==> src/rtl/pc_sequencer.sv <==
// pc_sequencer: 12-bit program counter for a two-phase (fetch/execute) CPU.
// The PC advances or branches only at the end of an execute cycle; fetch
// edges hold it. Conditional jumps test the ALU carry/zero flags.
// Optional feature: define PC_SEQUENCER_CALL_STACK_EN to build a 4-entry
// return stack with CALL (1101) / RET (1110) and a sticky stack_err flag.
// Without the macro those opcodes fall through as plain increments.
module pc_sequencer #(
  parameter logic [11:0] RESET_PC = 12'h000
) (
  input  logic        clk,
  input  logic        reset,
  input  logic        phase,
  input  logic [3:0]  instruction,
  input  logic [3:0]  operand,
  input  logic [7:0]  target_lo,
  input  logic        carry,
  input  logic        zero,
  output logic [11:0] pc,
  output logic        taken,
  output logic        stack_err
);

  localparam logic [3:0] OP_JC   = 4'b1000;
  localparam logic [3:0] OP_JNC  = 4'b1001;
  localparam logic [3:0] OP_JZ   = 4'b1010;
  localparam logic [3:0] OP_JNZ  = 4'b1011;
  localparam logic [3:0] OP_JMP  = 4'b1100;
`ifdef PC_SEQUENCER_CALL_STACK_EN
  localparam logic [3:0] OP_CALL = 4'b1101;
  localparam logic [3:0] OP_RET  = 4'b1110;
`endif

  logic [11:0] r_pc;
  logic        r_taken;

  logic [11:0] w_pc_inc;
  logic [11:0] w_target;
  logic [11:0] w_next_pc;
  logic        w_next_taken;

  // Increment wraps naturally modulo 4096; target is the concatenated jump field.
  assign w_pc_inc = r_pc + 12'd1;
  assign w_target = {operand, target_lo};

`ifdef PC_SEQUENCER_CALL_STACK_EN
  logic [11:0] r_stack [0:3];
  logic [2:0]  r_depth;
  logic        r_stack_err;
  logic        w_push;
  logic        w_pop;
  logic        w_err_set;
  logic [1:0]  w_top_idx;

  // Index of the most recent entry; only meaningful when depth is 1..4.
  assign w_top_idx = r_depth[1:0] - 2'd1;
`endif

  // Decode the execute-cycle opcode into next PC, taken flag and stack actions.
  always_comb begin
    w_next_pc    = w_pc_inc;
    w_next_taken = 1'b0;
`ifdef PC_SEQUENCER_CALL_STACK_EN
    w_push       = 1'b0;
    w_pop        = 1'b0;
    w_err_set    = 1'b0;
`endif
    case (instruction)
      OP_JC: begin
        if (carry) begin
          w_next_pc    = w_target;
          w_next_taken = 1'b1;
        end else begin
          w_next_pc    = w_pc_inc;
          w_next_taken = 1'b0;
        end
      end
      OP_JNC: begin
        if (!carry) begin
          w_next_pc    = w_target;
          w_next_taken = 1'b1;
        end else begin
          w_next_pc    = w_pc_inc;
          w_next_taken = 1'b0;
        end
      end
      OP_JZ: begin
        if (zero) begin
          w_next_pc    = w_target;
          w_next_taken = 1'b1;
        end else begin
          w_next_pc    = w_pc_inc;
          w_next_taken = 1'b0;
        end
      end
      OP_JNZ: begin
        if (!zero) begin
          w_next_pc    = w_target;
          w_next_taken = 1'b1;
        end else begin
          w_next_pc    = w_pc_inc;
          w_next_taken = 1'b0;
        end
      end
      OP_JMP: begin
        w_next_pc    = w_target;
        w_next_taken = 1'b1;
      end
`ifdef PC_SEQUENCER_CALL_STACK_EN
      OP_CALL: begin
        // A full stack still jumps; the return address is simply lost.
        w_next_pc    = w_target;
        w_next_taken = 1'b1;
        if (r_depth == 3'd4) begin
          w_err_set = 1'b1;
        end else begin
          w_push = 1'b1;
        end
      end
      OP_RET: begin
        // An empty stack degrades to a plain increment.
        if (r_depth == 3'd0) begin
          w_err_set    = 1'b1;
          w_next_pc    = w_pc_inc;
          w_next_taken = 1'b0;
        end else begin
          w_pop        = 1'b1;
          w_next_pc    = r_stack[w_top_idx];
          w_next_taken = 1'b1;
        end
      end
`endif
      default: begin
        w_next_pc    = w_pc_inc;
        w_next_taken = 1'b0;
      end
    endcase
  end

  // PC/taken/stack-control register: reset first, fetch holds, execute commits.
  always_ff @(posedge clk) begin
    if (!reset) begin
      r_pc        <= RESET_PC;
      r_taken     <= 1'b0;
`ifdef PC_SEQUENCER_CALL_STACK_EN
      r_depth     <= 3'd0;
      r_stack_err <= 1'b0;
`endif
    end else if (phase) begin
      r_pc    <= r_pc;
      r_taken <= 1'b0;
    end else begin
      r_pc    <= w_next_pc;
      r_taken <= w_next_taken;
`ifdef PC_SEQUENCER_CALL_STACK_EN
      if (w_push) begin
        r_depth <= r_depth + 3'd1;
      end else if (w_pop) begin
        r_depth <= r_depth - 3'd1;
      end else begin
        r_depth <= r_depth;
      end
      if (w_err_set) begin
        r_stack_err <= 1'b1;
      end else begin
        r_stack_err <= r_stack_err;
      end
`endif
    end
  end

`ifdef PC_SEQUENCER_CALL_STACK_EN
  // Return-address storage; contents are don't-care until written, depth guards reads.
  always_ff @(posedge clk) begin
    if (reset && !phase && w_push) begin
      r_stack[r_depth[1:0]] <= w_pc_inc;
    end else begin
      r_stack[r_depth[1:0]] <= r_stack[r_depth[1:0]];
    end
  end

  assign stack_err = r_stack_err;
`else
  assign stack_err = 1'b0;
`endif

  assign pc    = r_pc;
  assign taken = r_taken;

endmodule

==> config.mk <==
export PLATFORM = sky130hd
export DESIGN_NAME = pc_sequencer
export DESIGN_NICKNAME = d
export VERILOG_FILES = /design/src/rtl/pc_sequencer.sv
export SDC_FILE = /design/constraint.sdc
export NUM_CORES = 1
export LEC_CHECK = 0
export ABC_AREA = 1
export BUFFER_PORTS_ARGS = -buffer_cell sky130_fd_sc_hd__buf_2
export CAP_MARGIN = 20
export CORE_MARGIN = 2
export CORE_UTILIZATION = 56
export CTS_BUF_LIST = sky130_fd_sc_hd__clkbuf_8
export DETAILED_ROUTE_END_ITERATION = 12
export PLACE_DENSITY = 0.89
export SLEW_MARGIN = 20
export SYNTH_ARGS = -nofsm -noshare
export SYNTH_HDL_FRONTEND = slang
export SYNTH_SLANG_ARGS = --single-unit
==> constraint.sdc <==
create_clock -name clk -period 2.8 [get_ports clk]
set_input_delay 0.42 -clock clk [delete_from_list [all_inputs] [get_ports clk]]
set_output_delay 0.42 -clock clk [all_outputs]
set_load 0.05 [all_outputs]
==> flow_metrics.tcl <==
set metrics [dict create \
    grt_pass1_wl_um 4730 \
    cp.arrival_ns 1.70 \
    syn-num-nets 221 \
    dp_slack_ns 1.02 \
    fin_hold_ws_ns 0.441 \
    post-route-min-period_ns 1.56 \
    setup_violations 0 \
    wirelength_um 2730 \
    syn_area_sq_um 1110 \
    synth-seq-area-share 0.235 \
    die_y_um 48.5 \
    synth_cells 199 \
    hp-class "input port to flop" \
    postCtsHoldBufs 0 \
    yosysWarningCount 0 \
    maxSlewViolCount 0 \
    grt_antenna_before_repair 0 \
    place_congestion 0.940 \
    async_reset_ff_frac 0 \
    viasPerCell 5.10 \
    drc 0 \
    period_share 0.559 \
    fmax_mhz 639 \
    area_delta_synth_final_pct 18.2 \
    final_cells 257 \
    path_class "input port to flop" \
    finalHoldViolCount 0 \
    rsz0062_at_grt "false" \
    cts-root-buf "clkbuf_8" \
    ys.flop_type "dfxtp_1" \
    drt_iter0_drc 57 \
    worst_setup_path_end_kind "flop" \
    ctsLongestPathBuffers 2 \
    yosysUniqueCellTypes 25 \
    synth_edf_count 0 \
    cap_violations 0 \
    ios 35 \
    r2r_slack_ns 1.32 \
    synth.most_common_cell "nand2_1" \
    cts_tree "yes" \
    vias 1310 \
    drive_above_1_share 0.191 \
    die_width_um 48.5 \
    grt_pass1_vias 1097 \
    yosys-top-cells-count "62 x nand2_1, 31 x nor2_1, 30 x inv_1" \
    firstDrtPassIters 4 \
    start_kind "input port" \
    nets 253 \
    ys_seq_elements 13 \
    grt_start_max_net_pins 16 \
    finalPower_mw 0.546 \
    fin_setup_tns_ns 0 \
    synthTopCellsByArea "dfxtp_1 24%, nand2_1 21%, nor2_1 11%" \
    irDropWorstVdd_mv 0.241 \
    design_area_sq_um 1310 \
    rows 16 \
    clk_pin_slew_ns 0.06 \
    status "complete, no violations" \
    power.density_nw_per_um2 417 \
    syn_area_per_cell_sq_um 5.56 \
    place_area_sq_um 1260 \
    dp_hpwl_um 2060 \
    track_usage 0.248 \
    grt-ovfl-total 0 \
    diodes 0 \
    leakage_nw 0.782 \
    initial_core_util 0.576 \
    cp.required_ns 2.94 \
    final_core_util 0.681 \
    post-cts-setup-buffer-count 0 \
    cts_resized 0 \
    core-area_sq_um 1920 \
    clk_latency_ns 0.24 \
    routedWlPerCell_um 10.6 \
    portBuffers 33 \
    setup_ws_ns 1.24 \
    drtAntennaViolNets 0 \
    dieArea_sq_um 2350 \
    h-tree-depth 1 \
    crit_fanout 15 \
    dp_cells 253 \
    clock-sinks 13 \
    numCtsBuffers 3 \
    yosysTopAreaCellShare 0.235 \
    worst_clock_skew_ns 0.00185 \
    yosys.area.top_type "dfxtp_1" \
]
[cell type report]
cell class                 count  area [sq um]
clock buffer                   3          41.3
clock inverter                 1          3.75
fill                         197           613
inverter                      32           120
multi-input combinational    148           684
sequential                    13           260
tap                           27          33.8
timing repair buffer          33           165
[report_power, final]
part | internal (mW) | switching, mW | leakage (nW) | total (mW)
registers | 0.197 | 0.0132 | 0.107 | 0.210
clock network | 0.0969 | 0.0714 | 0.0269 | 0.168
logic | 0.0510 | 0.117 | 0.648 | 0.168
total | 0.345 | 0.202 | 0.782 | 0.546
[routing by layer]
layer / GRT usage / part of all wire
met5: 0 / 0
met4: 0.105 / 0.022
met3: 0.0370 / 0.059
met2: 0.403 / 0.46
met1: 0.331 / 0.46
[cell families (layout without fill, tap and decap cells)]
| logic type | count (synthesis) | count (layout) | synth area share |
|---|---|---|---|
| buffers and inverters | 38 | 69 | 0.147 |
| XOR/XNOR | 4 | 4 | 0.0316 |
| AO/OA/AOI/OAI | 13 | 13 | 0.0633 |
| adder cells (fa/ha/maj) | 1 | 1 | 0.0113 |
| flip-flops | 13 | 13 | 0.235 |
| AND/OR/NAND/NOR | 129 | 129 | 0.508 |
| other | 1 | 1 | 0.00339 |
[flip-flops by register name, indices dropped and copies added, names as in the netlist]
signal  count
taken       1
pc         12
[worst max-delay path, cell delays in order]
cell and delay (ns):
buf_2 0.12, nor2_2 0.14, nand3_1 0.13, nand2_2 0.26, nand3_2 0.29, nand2_1 0.14, nand3_1 0.07, nand2_1 0.07
inv_1 0.05
[cell usage in the layout (no fill, tap or decap), drive strengths merged]
cell type   n
nand3      18
ha          1
xor2        3
nand2      65
a21oi       5
o21ai       6
nand3b      1
xnor2       1
dfxtp      13
nor2       33
clkbuf      3
o2111ai     1
buf        33
inv        33
a31oi       1
nand4      12
conb        1
[path summary, 6_finish.rpt]
path | depth (start not counted) | end | from
setup / recovery | 9 | pc[7] | instruction[1]
hold / removal | 3 | pc[0] | reset
setup reg to reg | 11 | pc[9] | pc[3]
hold reg to reg | 2 | pc[9] | pc[9]
No activity file was read; power rests on OpenSTA's default activity.
